$ cat src/rtl/serial_frame_rx_if.sv
// Serial bit input and decoded frame outputs of serial_frame_rx.
// The receiver takes the slave view; the bit source takes the master view.
interface serial_frame_rx_if #(
    parameter int DATA_W = 8,
    parameter int CRC_W  = 4
);
    logic              in;
    logic              in_valid;
    logic              sync_found;
    logic              addr_match;
    logic [DATA_W-1:0] data_out;
    logic [CRC_W-1:0]  crc_out;
    logic              data_valid;
    logic              crc_err;
    logic              busy;

    modport master (
        output in, in_valid,
        input  sync_found, addr_match, data_out, crc_out, data_valid, crc_err, busy
    );

    modport slave (
        input  in, in_valid,
        output sync_found, addr_match, data_out, crc_out, data_valid, crc_err, busy
    );
endinterface

$ cat src/rtl/serial_frame_rx.sv
// Serial frame receiver: sync hunt, address match, payload capture with
// serial CRC, and optional check of a trailing CRC field.
module serial_frame_rx #(
    parameter int                SYNC_W    = 4,
    parameter logic [SYNC_W-1:0] SYNC_PAT  = 4'b1011,
    parameter int                ADDR_W    = 4,
    parameter logic [ADDR_W-1:0] MY_ADDR   = 4'hA,
    parameter int                DATA_W    = 8,
    parameter int                CRC_W     = 4,
    parameter logic [CRC_W-1:0]  CRC_POLY  = 4'h3,
    parameter logic [CRC_W-1:0]  CRC_INIT  = 4'h0,
    parameter bit                CHECK_CRC = 1'b1
) (
    input logic               clk,
    input logic               rst,
    serial_frame_rx_if.slave  bus
);
    localparam int MAX_AD = (ADDR_W > DATA_W) ? ADDR_W : DATA_W;
    localparam int MAX_W  = (MAX_AD > CRC_W) ? MAX_AD : CRC_W;
    localparam int CNT_W  = $clog2(MAX_W + 1);
    localparam int FILL_W = $clog2(SYNC_W + 1);

    localparam logic [CNT_W-1:0]  ADDR_LAST = CNT_W'(ADDR_W - 1);
    localparam logic [CNT_W-1:0]  DATA_LAST = CNT_W'(DATA_W - 1);
    localparam logic [CNT_W-1:0]  CRC_LAST  = CNT_W'(CRC_W - 1);
    localparam logic [FILL_W-1:0] FILL_FULL = FILL_W'(SYNC_W);

    generate
        if (SYNC_W < 1 || ADDR_W < 1 || DATA_W < 1 || CRC_W < 1) begin : g_bad_width
            $error("serial_frame_rx: every width parameter must be at least 1");
        end
    endgenerate

    typedef enum logic [1:0] {HUNT, ADDR, DATA, RXCRC} state_t;

    state_t              state, state_nxt;
    logic [SYNC_W-1:0]   win, win_nxt;
    logic [FILL_W-1:0]   fill, fill_nxt;
    logic [CNT_W-1:0]    cnt, cnt_nxt;
    logic [ADDR_W-1:0]   addr_sh, addr_sh_nxt;
    logic [DATA_W-1:0]   data_sh, data_sh_nxt;
    logic [CRC_W-1:0]    crc, crc_nxt;
    logic [CRC_W-1:0]    rx_crc, rx_crc_nxt;

    logic                sync_q, sync_nxt;
    logic                amatch_q, amatch_nxt;
    logic                dv_q, dv_nxt;
    logic                err_q, err_nxt;
    logic [DATA_W-1:0]   dout_q, dout_nxt;
    logic [CRC_W-1:0]    cout_q, cout_nxt;

    // Each shift register with the incoming bit appended at the LSB (MSB-first wire order).
    logic [SYNC_W:0]     win_ext;
    logic [ADDR_W:0]     addr_ext;
    logic [DATA_W:0]     data_ext;
    logic [CRC_W:0]      rx_ext;
    logic [CRC_W:0]      crc_ext;
    logic [SYNC_W-1:0]   win_sh;
    logic [ADDR_W-1:0]   addr_shift;
    logic [DATA_W-1:0]   data_shift;
    logic [CRC_W-1:0]    rx_shift;
    logic [CRC_W-1:0]    crc_step;
    logic [FILL_W-1:0]   fill_inc;

    assign win_ext    = {win, bus.in};
    assign addr_ext   = {addr_sh, bus.in};
    assign data_ext   = {data_sh, bus.in};
    assign rx_ext     = {rx_crc, bus.in};
    assign crc_ext    = {crc, 1'b0};
    assign win_sh     = win_ext[SYNC_W-1:0];
    assign addr_shift = addr_ext[ADDR_W-1:0];
    assign data_shift = data_ext[DATA_W-1:0];
    assign rx_shift   = rx_ext[CRC_W-1:0];
    assign crc_step   = crc_ext[CRC_W-1:0] ^ ((crc[CRC_W-1] ^ bus.in) ? CRC_POLY : '0);
    assign fill_inc   = (fill == FILL_FULL) ? fill : fill + FILL_W'(1);

    always_ff @(posedge clk or posedge rst) begin
        if (rst) begin
            state    <= HUNT;
            win      <= '0;
            fill     <= '0;
            cnt      <= '0;
            addr_sh  <= '0;
            data_sh  <= '0;
            crc      <= CRC_INIT;
            rx_crc   <= '0;
            sync_q   <= 1'b0;
            amatch_q <= 1'b0;
            dv_q     <= 1'b0;
            err_q    <= 1'b0;
            dout_q   <= '0;
            cout_q   <= '0;
        end else begin
            state    <= state_nxt;
            win      <= win_nxt;
            fill     <= fill_nxt;
            cnt      <= cnt_nxt;
            addr_sh  <= addr_sh_nxt;
            data_sh  <= data_sh_nxt;
            crc      <= crc_nxt;
            rx_crc   <= rx_crc_nxt;
            sync_q   <= sync_nxt;
            amatch_q <= amatch_nxt;
            dv_q     <= dv_nxt;
            err_q    <= err_nxt;
            dout_q   <= dout_nxt;
            cout_q   <= cout_nxt;
        end
    end

    always_comb begin
        state_nxt   = state;
        win_nxt     = win;
        fill_nxt    = fill;
        cnt_nxt     = cnt;
        addr_sh_nxt = addr_sh;
        data_sh_nxt = data_sh;
        crc_nxt     = crc;
        rx_crc_nxt  = rx_crc;
        sync_nxt    = 1'b0;
        amatch_nxt  = 1'b0;
        dv_nxt      = 1'b0;
        err_nxt     = 1'b0;
        dout_nxt    = dout_q;
        cout_nxt    = cout_q;

        if (bus.in_valid) begin
            unique case (state)
                HUNT: begin
                    win_nxt  = win_sh;
                    fill_nxt = fill_inc;
                    // Only a completely filled window may match, so no false sync out of reset.
                    if (fill_inc == FILL_FULL && win_sh == SYNC_PAT) begin
                        sync_nxt  = 1'b1;
                        state_nxt = ADDR;
                        cnt_nxt   = '0;
                    end
                end
                ADDR: begin
                    addr_sh_nxt = addr_shift;
                    cnt_nxt     = cnt + CNT_W'(1);
                    if (cnt == ADDR_LAST) begin
                        cnt_nxt = '0;
                        if (addr_shift == MY_ADDR) begin
                            amatch_nxt = 1'b1;
                            state_nxt  = DATA;
                            crc_nxt    = CRC_INIT;
                        end else begin
                            state_nxt = HUNT;
                            win_nxt   = '0;
                            fill_nxt  = '0;
                        end
                    end
                end
                DATA: begin
                    data_sh_nxt = data_shift;
                    crc_nxt     = crc_step;
                    cnt_nxt     = cnt + CNT_W'(1);
                    if (cnt == DATA_LAST) begin
                        cnt_nxt = '0;
                        if (CHECK_CRC) begin
                            state_nxt = RXCRC;
                        end else begin
                            dout_nxt  = data_shift;
                            cout_nxt  = crc_step;
                            dv_nxt    = 1'b1;
                            state_nxt = HUNT;
                            win_nxt   = '0;
                            fill_nxt  = '0;
                        end
                    end
                end
                RXCRC: begin
                    rx_crc_nxt = rx_shift;
                    cnt_nxt    = cnt + CNT_W'(1);
                    if (cnt == CRC_LAST) begin
                        cnt_nxt  = '0;
                        cout_nxt = crc;
                        // A bad CRC still reports the computed value but keeps the last good payload.
                        if (rx_shift == crc) begin
                            dout_nxt = data_sh;
                            dv_nxt   = 1'b1;
                        end else begin
                            err_nxt = 1'b1;
                        end
                        state_nxt = HUNT;
                        win_nxt   = '0;
                        fill_nxt  = '0;
                    end
                end
                default: state_nxt = HUNT;
            endcase
        end
    end

    assign bus.sync_found = sync_q;
    assign bus.addr_match = amatch_q;
    assign bus.data_valid = dv_q;
    assign bus.crc_err    = err_q;
    assign bus.data_out   = dout_q;
    assign bus.crc_out    = cout_q;
    assign bus.busy       = (state != HUNT);
endmodule

$ cat src/flat_wrapper.sv
// flat-port wrapper written by rule: the top's interface ports become plain ports
module serial_frame_rx_flat 
#(
    parameter int                SYNC_W    = 4,
    parameter logic [SYNC_W-1:0] SYNC_PAT  = 4'b1011,
    parameter int                ADDR_W    = 4,
    parameter logic [ADDR_W-1:0] MY_ADDR   = 4'hA,
    parameter int                DATA_W    = 8,
    parameter int                CRC_W     = 4,
    parameter logic [CRC_W-1:0]  CRC_POLY  = 4'h3,
    parameter logic [CRC_W-1:0]  CRC_INIT  = 4'h0,
    parameter bit                CHECK_CRC = 1'b1
)
  (clk, rst, bus_in, bus_in_valid, bus_sync_found, bus_addr_match, bus_data_out, bus_crc_out, bus_data_valid, bus_crc_err, bus_busy);
  serial_frame_rx_if #(.DATA_W(DATA_W), .CRC_W(CRC_W)) bus_i ();
  input logic clk;
  input logic rst;
  input wire logic [$bits(bus_i.in)-1:0] bus_in;
  input wire logic [$bits(bus_i.in_valid)-1:0] bus_in_valid;
  output wire logic [$bits(bus_i.sync_found)-1:0] bus_sync_found;
  output wire logic [$bits(bus_i.addr_match)-1:0] bus_addr_match;
  output wire logic [$bits(bus_i.data_out)-1:0] bus_data_out;
  output wire logic [$bits(bus_i.crc_out)-1:0] bus_crc_out;
  output wire logic [$bits(bus_i.data_valid)-1:0] bus_data_valid;
  output wire logic [$bits(bus_i.crc_err)-1:0] bus_crc_err;
  output wire logic [$bits(bus_i.busy)-1:0] bus_busy;
  assign bus_i.in = bus_in;
  assign bus_i.in_valid = bus_in_valid;
  assign bus_sync_found = bus_i.sync_found;
  assign bus_addr_match = bus_i.addr_match;
  assign bus_data_out = bus_i.data_out;
  assign bus_crc_out = bus_i.crc_out;
  assign bus_data_valid = bus_i.data_valid;
  assign bus_crc_err = bus_i.crc_err;
  assign bus_busy = bus_i.busy;
  serial_frame_rx #(.SYNC_W(SYNC_W), .SYNC_PAT(SYNC_PAT), .ADDR_W(ADDR_W), .MY_ADDR(MY_ADDR), .DATA_W(DATA_W), .CRC_W(CRC_W), .CRC_POLY(CRC_POLY), .CRC_INIT(CRC_INIT), .CHECK_CRC(CHECK_CRC)) u_core (.clk(clk), .rst(rst), .bus(bus_i));
endmodule
$ cat config.mk
export PLATFORM = sky130hd
export DESIGN_NAME = serial_frame_rx_flat
export DESIGN_NICKNAME = d
export VERILOG_FILES = /design/src/rtl/serial_frame_rx_if.sv /design/src/rtl/serial_frame_rx.sv /design/src/flat_wrapper.sv
export SDC_FILE = /design/constraint.sdc
export NUM_CORES = 1
export LEC_CHECK = 0
export ABC_CLOCK_PERIOD_IN_PS = 2100
export BUFFER_PORTS_ARGS = -buffer_cell sky130_fd_sc_hd__buf_2
export CORE_ASPECT_RATIO = 1.4
export CORE_UTILIZATION = 58
export CTS_CLUSTER_SIZE = 30
export DETAILED_ROUTE_END_ITERATION = 6
export PLACE_DENSITY = 0.84
export SLEW_MARGIN = 10
export SYNTH_ARGS = -nofsm -noshare
export SYNTH_HDL_FRONTEND = slang
export SYNTH_SLANG_ARGS = --single-unit
$ cat constraint.sdc
create_clock -name clk -period 2.1 [get_ports clk]
set_input_delay 0.21 -clock clk [delete_from_list [all_inputs] [get_ports clk]]
set_output_delay 0.21 -clock clk [all_outputs]
set_load 0.02 [all_outputs]
==> summary by stage <==
Route
The total length of routed wires is 3780 um. The first detailed-routing pass took 4 iterations. The count of nets left with antenna violations once routing finished came out at 0. The final route contains 1,355 vias. After detailed routing, the average wire length per cell comes to 16.4 um. After detailed routing, the number of remaining DRC violations is 0.

For this block, the initial DRC count from the detailed router was 41. Dividing the detail-routed via count by the number of cells gives 5.87.

Power
The power density relative to cell area is 930 nW/um2. The total leakage power is 1.26 nW. The maximum vdd ir drop is 0.593 mV.

GRT
The met2 usage is 39.7%. The global routing met1 resource utilization is 24.3%. The largest net degree at the start of global routing is 24. The total overflow left after global routing is 0.

The via count of the first global-routing pass came to 1,436. The first global-routing pass estimated 6350 um of wire. The met3 demand-to-capacity share in global routing is 5.32%. The peak-usage layer in the global routing report is met2. Global routing consumed, over all layers together, 22.4% of the routing resources. The initial antenna violation count came to 0.

Synth
The average cell area after synthesis is 13.1 um2. Counting every instance in the synthesized netlist gives 164. The post-synth net total is 171. The proportion of synthesized chip area in sequential cells is 53.4%. The flip-flop and latch count after synthesis is 46. Synthesis instantiated 43 different standard cells from the library. For this run, the number of Yosys warnings is 0. The combined area of all synthesized cells is 2150 um2.

Finish
The repair_antennas step left the layout with diodes totalling 0. Leaving out fill and tap cells, the most frequent cell in the layout is sky130_fd_sc_hd__dfrtp_1. Once layout is complete, the cells apart from fillers number 231. In the layout the commonest cells are sky130_fd_sc_hd__dfrtp_1, sky130_fd_sc_hd__mux2_2, sky130_fd_sc_hd__buf_2, sky130_fd_sc_hd__nand2_1, sky130_fd_sc_hd__mux2_4. Relative to the synthesized area, the layout overhead comes to 11.1%. The fraction of final layout cells with drive strength greater than 1 is 38.2%.

Cells fill 68.9% of the core in the end. In the final design database the tool counted 198 nets.

Placed design
The routability congestion estimate from global placement is 0.901. The number of placed instances, taps included, is 223. The number of buffers inserted by port buffering is 20. OpenSTA, run right after detailed placement, puts the worst setup slack at 0.139 ns.

Once detailed placement completed, the half-perimeter wirelength came to 2780 um.

Critical path
The timing endpoint of the critical path is u_core.bus.data_out[6]. The largest delay contributor family on the critical path is simple AND/OR/NAND/NOR gates. Among all stages on the critical path, the largest delay is contributed by sky130_fd_sc_hd__dfrtp_1. The reg-to-reg critical path startpoint is u_core.cnt[0].

The worst setup path is launched from a flop. Walking the worst path, the cells encountered are ha_1 -> and4bb_1 -> and2b_1 -> nand2_4 -> mux2_4. The endpoint type of the worst setup path is a flop. Across all register-to-register paths, the minimum setup slack is 0.19 ns. Measured in cells, the most critical reg-to-reg path has a length of 5.

STA puts the critical path data arrival time at 2.09 ns. The largest stage delay on the critical path is 0.41 ns. Counting both buffers and inverters, the worst setup path holds a total of 0. The endpoint of the worst-slack reg-to-reg timing path is u_core.bus.data_out[6]. The launch point of the critical path is u_core.cnt[0]. STA puts the critical path data required time at 2.28 ns. The maximum fanout along the worst path is 9. The path type of the worst setup path is reg -> reg. The critical path crosses 5 cells after its start point.

Clocking
The later pin in the worst-skew pair is clocked with a latency of 0.29 ns. Post-CTS timing repair inserted 0 buffers for setup. The cell chosen for the clock root is sky130_fd_sc_hd__clkbuf_8. In this run, CTS created clock tree buffers numbering 5. The clock passes through at most 2 buffers. The clock sink total is 46. TritonCTS built the clock tree. Clock-pin slew was measured on the worst setup and hold paths at 0.08 ns. In this run the number of H-tree levels came out at 2.

STA
Across all setup checks in the final design, the least slack found is 0.190 ns. The ratio of final minimum period to clock period is 91.0%. At the pin with the least slew margin, the transition time is 0.811 ns. Setup repair after global routing left no endpoint under its margin.

The number of pins exceeding their max-slew limit in the final report is 0. The final-report hold violation count is 0. The routed design could run at a clock period as short as 1.91 ns. Headroom to the max-slew limit came out at 45.6%.

Setup violations remaining at the end of the flow were counted as 0. The sum of negative setup slack is 0 ns. The clock skew is 0.00648 ns.

Derived from the worst setup path, the maximum achievable clock frequency is 523 MHz.

Floorplan
In this run the core area contains 25 standard-cell rows. From bottom edge to top edge, the die measures 74.1 um. Once the floorplan was initialized, standard cells occupied 62.1% of the core. The die covers 3970 um2. The number of ports placed on the die boundary is 21.

The region available for standard cell placement spans 3470 um2. The die span in x is 53.5 um.

Status
The flow ran to the end, and the final reports show no timing, DRC or antenna violations.

Run
The tool flagged a number of max-cap violations equal to 0.

Min path
The start point of the worst min-delay path is bus_in_valid. The worst hold path belongs to the class in -> reg.
## final cells by class
type                    instances  area (um2)
flip-flops and latches         46        1150
fillers                       252        1080
multi-input cells             104         936
repair buffers                 26         148
clock buffers                   5        68.8
well taps                      40        50.0
inverters                       8        30.0
clock inverters                 2        10.0
## per-layer routing
| layer | vias to the layer above | routed length [um] |
|---|---|---|
| met3 | 11 | 118 |
| met4 | 0 | 73 |
| met5 | - | 0 |
| met2 | 31 | 2080 |
| li1 | 634 | - |
| met1 | 679 | 1510 |
## repair_timing
action                     in CTS  in global routing
setup endpoints to repair       0                  1
hold endpoints to repair       21                  0
resized for setup               0                  1
hold buffers                    1                  0
## state kept, by name (all words and copies together), names as in the netlist, named ones only
name / flops
u_core.win: 3
u_core.bus.crc_out: 4
u_core.state: 1
u_core.fill: 3
u_core.cnt: 4
u_core.data_sh: 8
u_core.bus.data_out: 8
u_core.rx_crc: 3
u_core.bus.data_valid: 1
u_core.bus.sync_found: 1
u_core.crc: 4
u_core.bus.addr_match: 1
u_core.bus.crc_err: 1
u_core.addr_sh: 3
## worst min path at each step
stage / to / cells past startpoint / slack, ns
after global placement: u_core.bus.data_out[2] / 2 / 0.28
after floorplan: u_core.cnt[3] / 1 / 0.45
final: u_core.fill[2] / 3 / 0.32
after global routing: u_core.fill[2] / 3 / 0.32
after detailed placement: u_core.bus.data_out[2] / 2 / 0.30
after CTS: u_core.fill[2] / 3 / 0.30
## cell families (layout without fill, tap and decap cells)
group | Yosys count | after routing | share of synthesized area, %
flops | 46 | 46 | 53.4
simple gates | 40 | 40 | 12.7
mux | 32 | 32 | 18.0
compound gates | 22 | 22 | 8.01
buf+inv | 14 | 41 | 3.31
xor+xnor | 7 | 7 | 2.85
fa+ha+maj | 3 | 3 | 1.74
## power breakdown
group / total, mW / switching [mW] / internal, mW
sequential: 1.13 / 0.122 / 1.01
combinational: 0.596 / 0.314 / 0.282
clock: 0.498 / 0.275 / 0.223
## worst min-delay path, stage by stage
cell and delay [ns]:
sky130_fd_sc_hd__buf_2 0.17, sky130_fd_sc_hd__nand3_1 0.10, sky130_fd_sc_hd__a221oi_1 0.08
## metrics by stage
step | total power [mW] | cell area [um2] | hold slack [ns]
after CTS | 2.23 | 2390 | 0.303
after global routing | 2.36 | 2390 | 0.317
final | 2.22 | 2390 | 0.322
after floorplan | 1.59 | 2150 | 0.446
after detailed placement | 1.73 | 2300 | 0.299
after global placement | 1.67 | 2300 | 0.275
## Yosys cell counts (all sizes together)
cell | count | share of area [%]
a21o | 3 | 1.0
a21oi | 3 | 0.70
a221oi | 1 | 0.41
a22o | 4 | 1.6
a2bb2oi | 1 | 0.41
a311o | 1 | 0.46
a31o | 2 | 0.81
a31oi | 1 | 0.29
and2 | 1 | 0.29
and2b | 1 | 0.35
and3 | 1 | 0.29
and4bb | 1 | 0.58
buf | 6 | 1.9
dfrtp | 46 | 53
ha | 3 | 1.7
inv | 8 | 1.4
mux2 | 30 | 17
mux2i | 2 | 0.93
nand2 | 11 | 2.4
nand2b | 1 | 0.29
nand3 | 3 | 0.70
nand3b | 2 | 0.70
nand4 | 1 | 0.29
nand4bb | 1 | 0.52
nor2 | 7 | 1.6
nor2b | 4 | 1.2
nor3 | 2 | 0.46
nor4 | 2 | 2.0
nor4b | 1 | 0.70
o211ai | 1 | 0.35
o21ai | 3 | 1.2
o22ai | 1 | 0.29
o41ai | 1 | 0.41
or3b | 1 | 0.41
xnor2 | 2 | 0.81
xor2 | 5 | 2.0
Note: power is estimated with default switching activity, not from simulation.
